**config.mk**
```make
export PLATFORM = sky130hd
export DESIGN_NAME = country_car_detector_flat
export DESIGN_NICKNAME = d
export VERILOG_FILES = /design/src/rtl/traffic_pkg.sv /design/src/rtl/country_car_detector_if.sv /design/src/rtl/loop_debounce.sv /design/src/rtl/country_car_detector.sv /design/src/flat_wrapper.sv
export SDC_FILE = /design/constraint.sdc
export NUM_CORES = 1
export LEC_CHECK = 0
export CAP_MARGIN = 30
export CORE_MARGIN = 2
export CORE_UTILIZATION = 45
export DETAILED_ROUTE_END_ITERATION = 10
export PLACE_DENSITY = 0.75
export SETUP_SLACK_MARGIN = 0.05
export SYNTH_ARGS = -nofsm -noshare
export SYNTH_HDL_FRONTEND = slang
export SYNTH_HIERARCHICAL = 1
export SYNTH_SLANG_ARGS = --single-unit
export TNS_END_PERCENT = 1
```
**constraint.sdc**
```tcl
create_clock -name clock -period 2.7 [get_ports clock]
set_clock_uncertainty 0.1 [all_clocks]
set_input_delay 0.405 -clock clock [delete_from_list [all_inputs] [get_ports clock]]
set_output_delay 0.405 -clock clock [all_outputs]
set_load 0.01 [all_outputs]
```
**src/rtl/traffic_pkg.sv**
```systemverilog
// Light codes and debounce FSM encoding shared by the country-road detector
// and the highway/country signal controller.
package traffic_pkg;

  localparam logic [1:0] RED     = 2'd0;
  localparam logic [1:0] YELLOW  = 2'd1;
  localparam logic [1:0] GREEN   = 2'd2;
  localparam logic [1:0] ILLEGAL = 2'd3;

  typedef enum logic [1:0] {
    StIdle    = 2'd0,
    StQualOn  = 2'd1,
    StPresent = 2'd2,
    StQualOff = 2'd3
  } db_state_e;

  // Country traffic may legally clear the stop line on green or yellow.
  function automatic logic light_allows_exit(input logic [1:0] light);
    return (light == GREEN) || (light == YELLOW);
  endfunction

endpackage

```
**src/rtl/country_car_detector_if.sv**
```systemverilog
// Sensor/controller-facing signals of the country-road car detector.
// master drives the sensors and light code; slave is the detector itself.
interface country_car_detector_if #(
  parameter int unsigned QUEUE_W = 4
);

  logic               loop_raw;
  logic               exit_pulse;
  logic [1:0]         cntry;
  logic               x;
  logic [QUEUE_W-1:0] queue_count;
  logic               queue_full;
  logic               red_run;
  logic               illegal_light;

  modport master (
    output loop_raw, exit_pulse, cntry,
    input  x, queue_count, queue_full, red_run, illegal_light
  );

  modport slave (
    input  loop_raw, exit_pulse, cntry,
    output x, queue_count, queue_full, red_run, illegal_light
  );

endinterface

```
**src/rtl/loop_debounce.sv**
```systemverilog
// Two-flop synchroniser plus debounce FSM for the inductive loop; emits one
// arrive strobe per vehicle that stays over the loop long enough.
module loop_debounce
  import traffic_pkg::*;
#(
  parameter int unsigned DEBOUNCE_CYCLES = 4
) (
  input  logic clock,
  input  logic clear_n,
  input  logic loop_raw,
  output logic arrive
);

  localparam logic [3:0] Target = 4'(DEBOUNCE_CYCLES);

  logic      sync1_q;
  logic      loop_s_q;
  db_state_e state_q;
  logic [3:0] cnt_q;
  logic [3:0] cnt_inc;

  assign cnt_inc = cnt_q + 4'd1;

  always_ff @(posedge clock or negedge clear_n) begin
    if (!clear_n) begin
      sync1_q  <= 1'b0;
      loop_s_q <= 1'b0;
    end else begin
      sync1_q  <= loop_raw;
      loop_s_q <= sync1_q;
    end
  end

  always_ff @(posedge clock or negedge clear_n) begin
    if (!clear_n) begin
      state_q <= StIdle;
      cnt_q   <= 4'd0;
    end else begin
      unique case (state_q)
        StIdle: begin
          if (loop_s_q) begin
            state_q <= StQualOn;
            cnt_q   <= 4'd1;
          end
        end
        StQualOn: begin
          if (!loop_s_q) begin
            state_q <= StIdle;
            cnt_q   <= 4'd0;
          end else if (cnt_inc == Target) begin
            state_q <= StPresent;
            cnt_q   <= 4'd0;
          end else begin
            cnt_q <= cnt_inc;
          end
        end
        StPresent: begin
          if (!loop_s_q) begin
            state_q <= StQualOff;
            cnt_q   <= 4'd1;
          end
        end
        StQualOff: begin
          // A return of metal inside the window is the same vehicle, not a new one.
          if (loop_s_q) begin
            state_q <= StPresent;
            cnt_q   <= 4'd0;
          end else if (cnt_inc == Target) begin
            state_q <= StIdle;
            cnt_q   <= 4'd0;
          end else begin
            cnt_q <= cnt_inc;
          end
        end
        default: begin
          state_q <= StIdle;
          cnt_q   <= 4'd0;
        end
      endcase
    end
  end

  // Asserted during the cycle whose closing edge moves QUAL_ON to PRESENT,
  // so the queue counts the vehicle on that same edge.
  assign arrive = (state_q == StQualOn) && loop_s_q && (cnt_inc == Target);

endmodule

```
**src/rtl/country_car_detector.sv**
```systemverilog
// Country-road vehicle queue: counts debounced arrivals and legal departures,
// requests right-of-way via x, and flags red-light runs and bad light codes.
module country_car_detector
  import traffic_pkg::*;
#(
  parameter int unsigned DEBOUNCE_CYCLES = 4,
  parameter int unsigned QUEUE_W         = 4
) (
  input logic                   clock,
  input logic                   clear_n,
  country_car_detector_if.slave bus
);

  localparam logic [QUEUE_W-1:0] QMax = '1;
  localparam logic [QUEUE_W-1:0] QOne = QUEUE_W'(1);

  logic               arrive;
  logic               depart;
  logic [QUEUE_W-1:0] count_q;
  logic [QUEUE_W-1:0] count_d;
  logic               red_run_q;
  logic               illegal_q;

  loop_debounce #(
    .DEBOUNCE_CYCLES(DEBOUNCE_CYCLES)
  ) u_loop_debounce (
    .clock   (clock),
    .clear_n (clear_n),
    .loop_raw(bus.loop_raw),
    .arrive  (arrive)
  );

  assign depart = bus.exit_pulse && light_allows_exit(bus.cntry);

  // Simultaneous arrive and depart cancel, even at the full and empty limits.
  always_comb begin
    count_d = count_q;
    if (arrive && !depart && (count_q != QMax)) begin
      count_d = count_q + QOne;
    end else if (depart && !arrive && (count_q != '0)) begin
      count_d = count_q - QOne;
    end
  end

  always_ff @(posedge clock or negedge clear_n) begin
    if (!clear_n) begin
      count_q   <= '0;
      red_run_q <= 1'b0;
      illegal_q <= 1'b0;
    end else begin
      count_q   <= count_d;
      red_run_q <= bus.exit_pulse && (bus.cntry == RED);
      illegal_q <= (bus.cntry == ILLEGAL);
    end
  end

  assign bus.x             = (count_q != '0);
  assign bus.queue_count   = count_q;
  assign bus.queue_full    = (count_q == QMax);
  assign bus.red_run       = red_run_q;
  assign bus.illegal_light = illegal_q;

endmodule

```
**src/flat_wrapper.sv**
```systemverilog
// flat-port wrapper written by rule: the top's interface ports become plain ports
module country_car_detector_flat import traffic_pkg::*;
#(
  parameter int unsigned DEBOUNCE_CYCLES = 4,
  parameter int unsigned QUEUE_W         = 4
)
  (clock, clear_n, bus_loop_raw, bus_exit_pulse, bus_cntry, bus_x, bus_queue_count, bus_queue_full, bus_red_run, bus_illegal_light);
  country_car_detector_if #(.QUEUE_W(QUEUE_W)) bus_i ();
  input logic clock;
  input logic clear_n;
  input wire logic [$bits(bus_i.loop_raw)-1:0] bus_loop_raw;
  input wire logic [$bits(bus_i.exit_pulse)-1:0] bus_exit_pulse;
  input wire logic [$bits(bus_i.cntry)-1:0] bus_cntry;
  output wire logic [$bits(bus_i.x)-1:0] bus_x;
  output wire logic [$bits(bus_i.queue_count)-1:0] bus_queue_count;
  output wire logic [$bits(bus_i.queue_full)-1:0] bus_queue_full;
  output wire logic [$bits(bus_i.red_run)-1:0] bus_red_run;
  output wire logic [$bits(bus_i.illegal_light)-1:0] bus_illegal_light;
  assign bus_i.loop_raw = bus_loop_raw;
  assign bus_i.exit_pulse = bus_exit_pulse;
  assign bus_i.cntry = bus_cntry;
  assign bus_x = bus_i.x;
  assign bus_queue_count = bus_i.queue_count;
  assign bus_queue_full = bus_i.queue_full;
  assign bus_red_run = bus_i.red_run;
  assign bus_illegal_light = bus_i.illegal_light;
  country_car_detector #(.DEBOUNCE_CYCLES(DEBOUNCE_CYCLES), .QUEUE_W(QUEUE_W)) u_core (.clock(clock), .clear_n(clear_n), .bus(bus_i));
endmodule
```
==> flow_summary.toml, run 1 <==
[worst_setup_path]
critical_path.n_buffers_inverters = 0
rr_worst_depth = 12
critPathCaptureType = "flop"
cp_cell_sequence = "ha_2, and2b_4, a21oi_2, o21ai_1, and3_4, and3b_2, nand3_4, ha_4, a21o_4, a21oi_2, mux2i_1, xor2_1"
crit_slowest_cell = "sky130_fd_sc_hd__dfrtp_1"
crit_cells = 12
critical_path.max_fanout = 5
crit_path_start_kind = "flop"
critPathKind = "reg -> reg"
critical-path-max-stage-delay_ns = 0.39
critical-path-top-delay-family = "simple AND/OR/NAND/NOR gates"
worstPathArrival_ns = 2.77
crit_path_frequent_cell = "sky130_fd_sc_hd__a21oi_2"
worst_ep_required_time_ns = 2.80

[place]
gp_routability_congestion = 0.7609
placed_cell_area_um2 = 992.2
dpl.cell_count = 107
detailedPlacementHpwl_um = 1074
place.port_buffers = 13

[sta]
timing_worst_slew_pin_value_ns = 0.6281
timing.final.max_slew_violations = 0
final-setup-viol-count = 0
hold_ws_ns = 0.2596
report.final.hold_viol_count = 0
clock.fmax_mhz = 375.2
finalCriticalPeriod_ns = 2.666
rsz0062_at_grt = "true"
fin_crit_sh = 0.9873
timing.max_slew.rel_slack = 0.5800

[pwr]
power.ir.vdd_worst_uv = 544.0
power_density_nw_per_um2 = 893.0
static_leakage_power_nw = 0.4860

[global_route]
global_route.usage.total = 0.1522
global_route_wire_length_before_repair_um = 2311
grt_antenna_before_repair = 0
first_global_vias = 575
maximum_number_of_pins_on_one_net_before_global_route_repair = 15
grt_overflow = 0

[min_path]
hold_path_depth = 0
worstHoldPathType = "reg -> reg"

[yosys]
synth.cell_area_um2 = 790.8
yosys-top-cells-area = "sky130_fd_sc_hd__dfrtp_1, sky130_fd_sc_hd__ha_1, sky130_fd_sc_hd__mux2_4"
synth_enable_flop_cells = 0
netlist.area_leader.share = 0.4430
yosys-top-cells-count = "sky130_fd_sc_hd__dfrtp_1, sky130_fd_sc_hd__nand2_1, sky130_fd_sc_hd__ha_1"
syn_inst = 73
async_s_r_ff_share_synth = 1.000
synth.most_common_cell = "sky130_fd_sc_hd__dfrtp_1"
synth_top_cell_by_area = "sky130_fd_sc_hd__dfrtp_1"
yosysWarnings = 6
ys_types = 30
synth_ff_type = "sky130_fd_sc_hd__dfrtp_1"
syn_avg_cell_area_um2 = 10.83
synth-seq-cells = 14
synth_nets = 86
share_of_the_yosys_chip_area_belonging_to_registers = 0.4430

[floorplanning]
row_count = 15
core_outline_area_um2 = 1689
fp.dieArea_um2 = 2109
vertical_die_dimension_um = 45.92
die-width_um = 45.92
num_io_pins = 14
floorplan.initialDensity = 0.4681

[detailed_routing]
remaining_drc_errors = 0
detail-route-antenna-nets = 0
firstDrtPassIters = 4
route.vias.total = 619
route.detailed.wl_per_inst_um = 13.22
count_of_routing_violations_after_the_opening_detailed_route_iteration = 9
via_per_inst = 5.430
detail_route.wirelength_um = 1507

[cells_and_area]
synthToLayoutAreaGrowth_pct = 37.98
finalCoreUtilization = 0.6459
flip_flop_and_latch_area_um2 = 350.3
final_layout_size_suffix_gt1_frac = 0.2990
multi_input_comb_area_um2 = 491.7
final_cell_area_um2 = 1091
fillers = 125
layout.nets = 112
final-instance-count-excl-fill = 114
insertedDiodeCount = 0

[clock_tree]
clkSinkCount = 14
worst_setup_hold_path_clk_slew_ns = 0.08
clkLatencyLatePin_ns = 0.27
cts_hold_buf = 0
cts_htree_levels = 1
tritoncts_clock_tree = "built"
cts.path.max_buffers = 2
cts_buffers = 3
ctsRootBufferMaster = "sky130_fd_sc_hd__clkbuf_4"

[run_status]
run_status = "finished clean"

[job]
cap_viol_max_count = 0
cell usage in the layout (no fill, tap or decap), types with 3 or more instances in the layout:
master and instances:
sky130_fd_sc_hd__inv_1 4, sky130_fd_sc_hd__dfrtp_1 14, sky130_fd_sc_hd__clkbuf_4 3, sky130_fd_sc_hd__buf_4 8
sky130_fd_sc_hd__o21ai_1 3, sky130_fd_sc_hd__ha_1 3, sky130_fd_sc_hd__nand4_1 3, sky130_fd_sc_hd__nor2_1 3
sky130_fd_sc_hd__nand2_1 8, sky130_fd_sc_hd__clkdlybuf4s50_1 13
flip-flops by register name (all words and copies together) (netlist names), named ones only:
name and count:
u_core/u_loop_debounce/state_q 1, u_core/bus.illegal_light 1, u_core/bus.queue_count 4, u_core/u_loop_debounce/sync1_q 1, u_core/bus.red_run 1, u_core/u_loop_debounce/cnt_q 4
u_core/u_loop_debounce/loop_s_q 1
worst paths after layout:
check | start | slack [ns] | to
setup / recovery | u_core/u_loop_debounce/cnt_q[1] | 0.03 | u_core/bus.queue_count[3]
setup reg to reg | u_core/u_loop_debounce/cnt_q[1] | 0.03 | u_core/bus.queue_count[3]
hold reg to reg | u_core/u_loop_debounce/sync1_q | 0.26 | u_core/u_loop_debounce/loop_s_q
hold / removal | u_core/u_loop_debounce/sync1_q | 0.26 | u_core/u_loop_debounce/loop_s_q
min in group asynchronous | clear_n | 0.41 | u_core/bus.illegal_light
max in group asynchronous | clear_n | 1.68 | u_core/u_loop_debounce/sync1_q
per-layer routing:
metal / GRT usage / wire, um / vias up
met4: 0.05143 / 0 / 0
li1: - / - / 310
met5: 0 / 0 / -
met1: 0.1925 / 738 / 300
met2: 0.2528 / 723 / 9
met3: 0.03571 / 45 / 0
report_power, final:
part           internal [mW]  switching, mW
clock network         0.0517         0.0652
registers              0.272         0.0975
logic                  0.286          0.202
stage by stage:
stage / TNS, ns / setup WS (ns) / power, mW
after floorplan: 0 / 0.06231 / 0.6228
after global placement: 0 / 0.01621 / 0.7769
after detailed placement: -0.03742 / -0.02625 / 0.7946
after CTS: 0 / 0.03536 / 0.9402
after global routing: -0.1434 / -0.07251 / 1.048
final: 0 / 0.03442 / 0.9743
what timing repair did:
item | in CTS | in global routing
endpoints found under the setup margin | 2 | 2
hold endpoints to repair | 0 | 0
resized for setup | 3 | 5
setup buffers | 2 | 2
pin swaps | 3 | 2
kinds of logic (layout without fill, tap and decap cells):
group,Yosys count,count (layout),synth area share
DFF,14,14,0.4430
xor gates and xnor gates,5,5,0.05539
AOI/OAI and AO/OA,14,14,0.1187
and+or+nand+nor,26,26,0.1930
adders and majority gates,7,7,0.1203
muxes,3,3,0.05063
buffers and inverters,4,28,0.01898
area by class of cell:
cell class                      count  share of cell area
Multi-Input combinational cell     55              0.4507
Sequential cell                    14              0.3211
Timing Repair Buffer               21              0.1743
Clock buffer                        3             0.02064
Tap cell                           17             0.01950
Inverter                            4             0.01376
Note: power is estimated with default switching activity, not from simulation.
==> inputs of run 2 (changes only) <==
CORE_MARGIN = 3   (was 2)
CTS_CLUSTER_DIAMETER = 30   (was not set)
==> flow_summary.toml, run 2 (same netlist as run 1, synthesis figures left out) <==
[worst_setup_path]
rrSetupSlack_ns = 0.03
crit_path_frequent_cell = "sky130_fd_sc_hd__a21oi_2"
r2r_end = "u_core/bus.queue_count[3]"
rr_worst_depth = 12
worst_ep_required_time_ns = 2.80
worst_flop_to_flop_path_startpoint = "u_core/u_loop_debounce/cnt_q[1]"
critPathKind = "reg -> reg"
critical-path-top-delay-family = "simple AND/OR/NAND/NOR gates"
critical_path.max_fanout = 5
crit_cells = 12
critical_path.n_buffers_inverters = 0
crit_slowest_cell = "sky130_fd_sc_hd__dfrtp_1"
cp_cell_sequence = "ha_2, and2b_4, a21oi_2, o21ai_1, and3_4, and3b_2, nand3_4, ha_4, a21o_2, a21oi_2, mux2i_1, xor2_1"
critical-path-max-stage-delay_ns = 0.39
worstPathArrival_ns = 2.77
crit_path_start_kind = "flop"
critPathCaptureType = "flop"

[detailed_routing]
route.detailed.wl_per_inst_um = 13.38
route.vias.total = 616
count_of_routing_violations_after_the_opening_detailed_route_iteration = 6
remaining_drc_errors = 0
via_per_inst = 5.550
detail-route-antenna-nets = 0
detail_route.wirelength_um = 1485
firstDrtPassIters = 4

[pwr]
internal_power_uw = 618.2
static_leakage_power_nw = 0.4787
pwr-share-clk = 0.151
power_density_nw_per_um2 = 910.7
pwr-share-seq = 0.378
power.switching_uw = 356.1
p_sw_frac = 0.3655
power.combinational.fraction = 0.471
power.ir.vdd_worst_uv = 421.5

[clock_tree]
cts_htree_levels = 1
cts.path.max_buffers = 2
cts_hold_buf = 0
clkLatencyLatePin_ns = 0.27
post_cts_setup_inserts = 0
cts_buffers = 3
tritoncts_clock_tree = "built"
ctsRootBufferMaster = "sky130_fd_sc_hd__clkbuf_4"
clkSinkCount = 14
worst_setup_hold_path_clk_slew_ns = 0.08

[global_route]
global_route.usage.total = 0.1530
global_route_wire_length_before_repair_um = 2421
grt_antenna_before_repair = 0
grt_overflow = 0
first_global_vias = 574
maximum_number_of_pins_on_one_net_before_global_route_repair = 15

[floorplanning]
core_outline_area_um2 = 1577
row_count = 14
die-width_um = 47.92
floorplan.initialDensity = 0.5016
num_io_pins = 14
fp.dieArea_um2 = 2296
vertical_die_dimension_um = 47.92

[place]
detailedPlacementHpwl_um = 1163
pre_cts_ws_ns = -0.004119
place.port_buffers = 13
gp_routability_congestion = 0.7323

[min_path]
min_from = "u_core/u_loop_debounce/sync1_q"
worst_hold_path.endpoint = "u_core/u_loop_debounce/loop_s_q"
hold_path_depth = 0
worstHoldPathType = "reg -> reg"

[cells_and_area]
final_layout_size_suffix_gt1_frac = 0.2632
layout_common_cells = "sky130_fd_sc_hd__dfrtp_1, sky130_fd_sc_hd__clkdlybuf4s50_1, sky130_fd_sc_hd__nand2_1"
synthToLayoutAreaGrowth_pct = 35.29
layout.nets = 109
mostFrequentLayoutCell = "sky130_fd_sc_hd__dfrtp_1"
insertedDiodeCount = 0

[sta]
hold_ws_ns = 0.2683
finalCriticalPeriod_ns = 2.666
report.final.hold_viol_count = 0
timing.final.max_slew_violations = 0
clock.fmax_mhz = 375.1
fin_crit_sh = 0.9873
final-setup-viol-count = 0
timing_worst_slew_pin_value_ns = 0.6118
timing.max_slew.rel_slack = 0.5908
rsz0062_at_grt = "true"
finalWorstSetupSlack_ns = 0.03422

[job]
cap_viol_max_count = 0

[run_status]
run_status = "finished clean"
run 2: final cells by class:
class / instances / area [um2]
Tap cell: 16 / 20.02
Sequential cell: 14 / 350.3
Timing Repair Buffer: 18 / 167.7
Clock buffer: 4 / 36.28
Multi-Input combinational cell: 55 / 480.5
Inverter: 4 / 15.01
Fill cell: 131 / 506.7
run 2: per-stage QoR:
stage / utilization / setup TNS, ns / std cells / cell area (um2) / power, mW
floorplan: - / 0 / 73 / 810.8 / 0.6228
global placement: 0.6333 / 0 / 107 / 998.5 / 0.7741
detailed placement: 0.6333 / -0.004140 / 107 / 998.5 / 0.7922
CTS: 0.6659 / 0 / 111 / 1050 / 0.9570
global route: 0.6786 / -0.1569 / 111 / 1070 / 1.056
finish: 0.6786 / 0 / 111 / 1070 / 0.9743
run 2: worst max path at each step:
stage / startpoint / to / slack [ns]
after floorplan: u_core/u_loop_debounce/cnt_q[0] / u_core/bus.queue_count[3] / 0.06
after global placement: bus_cntry[0] / u_core/bus.queue_count[3] / 0.03
after detailed placement: bus_cntry[0] / u_core/bus.queue_count[3] / -0.004
after CTS: u_core/u_loop_debounce/cnt_q[1] / u_core/bus.queue_count[3] / 0.04
after global routing: u_core/u_loop_debounce/cnt_q[1] / u_core/bus.queue_count[3] / -0.08
final: u_core/u_loop_debounce/cnt_q[1] / u_core/bus.queue_count[3] / 0.03
run 2: what timing repair did:
item                                    4_1_cts  5_1_grt
endpoints found under the setup margin        2        2
pin swaps                                     2        0
resized for setup                             3        3
run 2: power groups by stage:
| stage | clock (mW) | combinational, mW | sequential, mW |
|---|---|---|---|
| after global routing | 0.162 | 0.514 | 0.380 |
| final | 0.148 | 0.459 | 0.368 |
| after global placement | 0 | 0.414 | 0.360 |
| after detailed placement | 0 | 0.430 | 0.362 |
| after CTS | 0.154 | 0.439 | 0.364 |
| after floorplan | 0 | 0.255 | 0.368 |
run 2: metal layers:
metal,vias to the layer above,global-route usage,share of wire
li1,302,-,-
met1,295,0.1927,0.45
met2,19,0.2401,0.47
met3,0,0.08271,0.081
met4,0,0.01613,0
met5,-,0,0
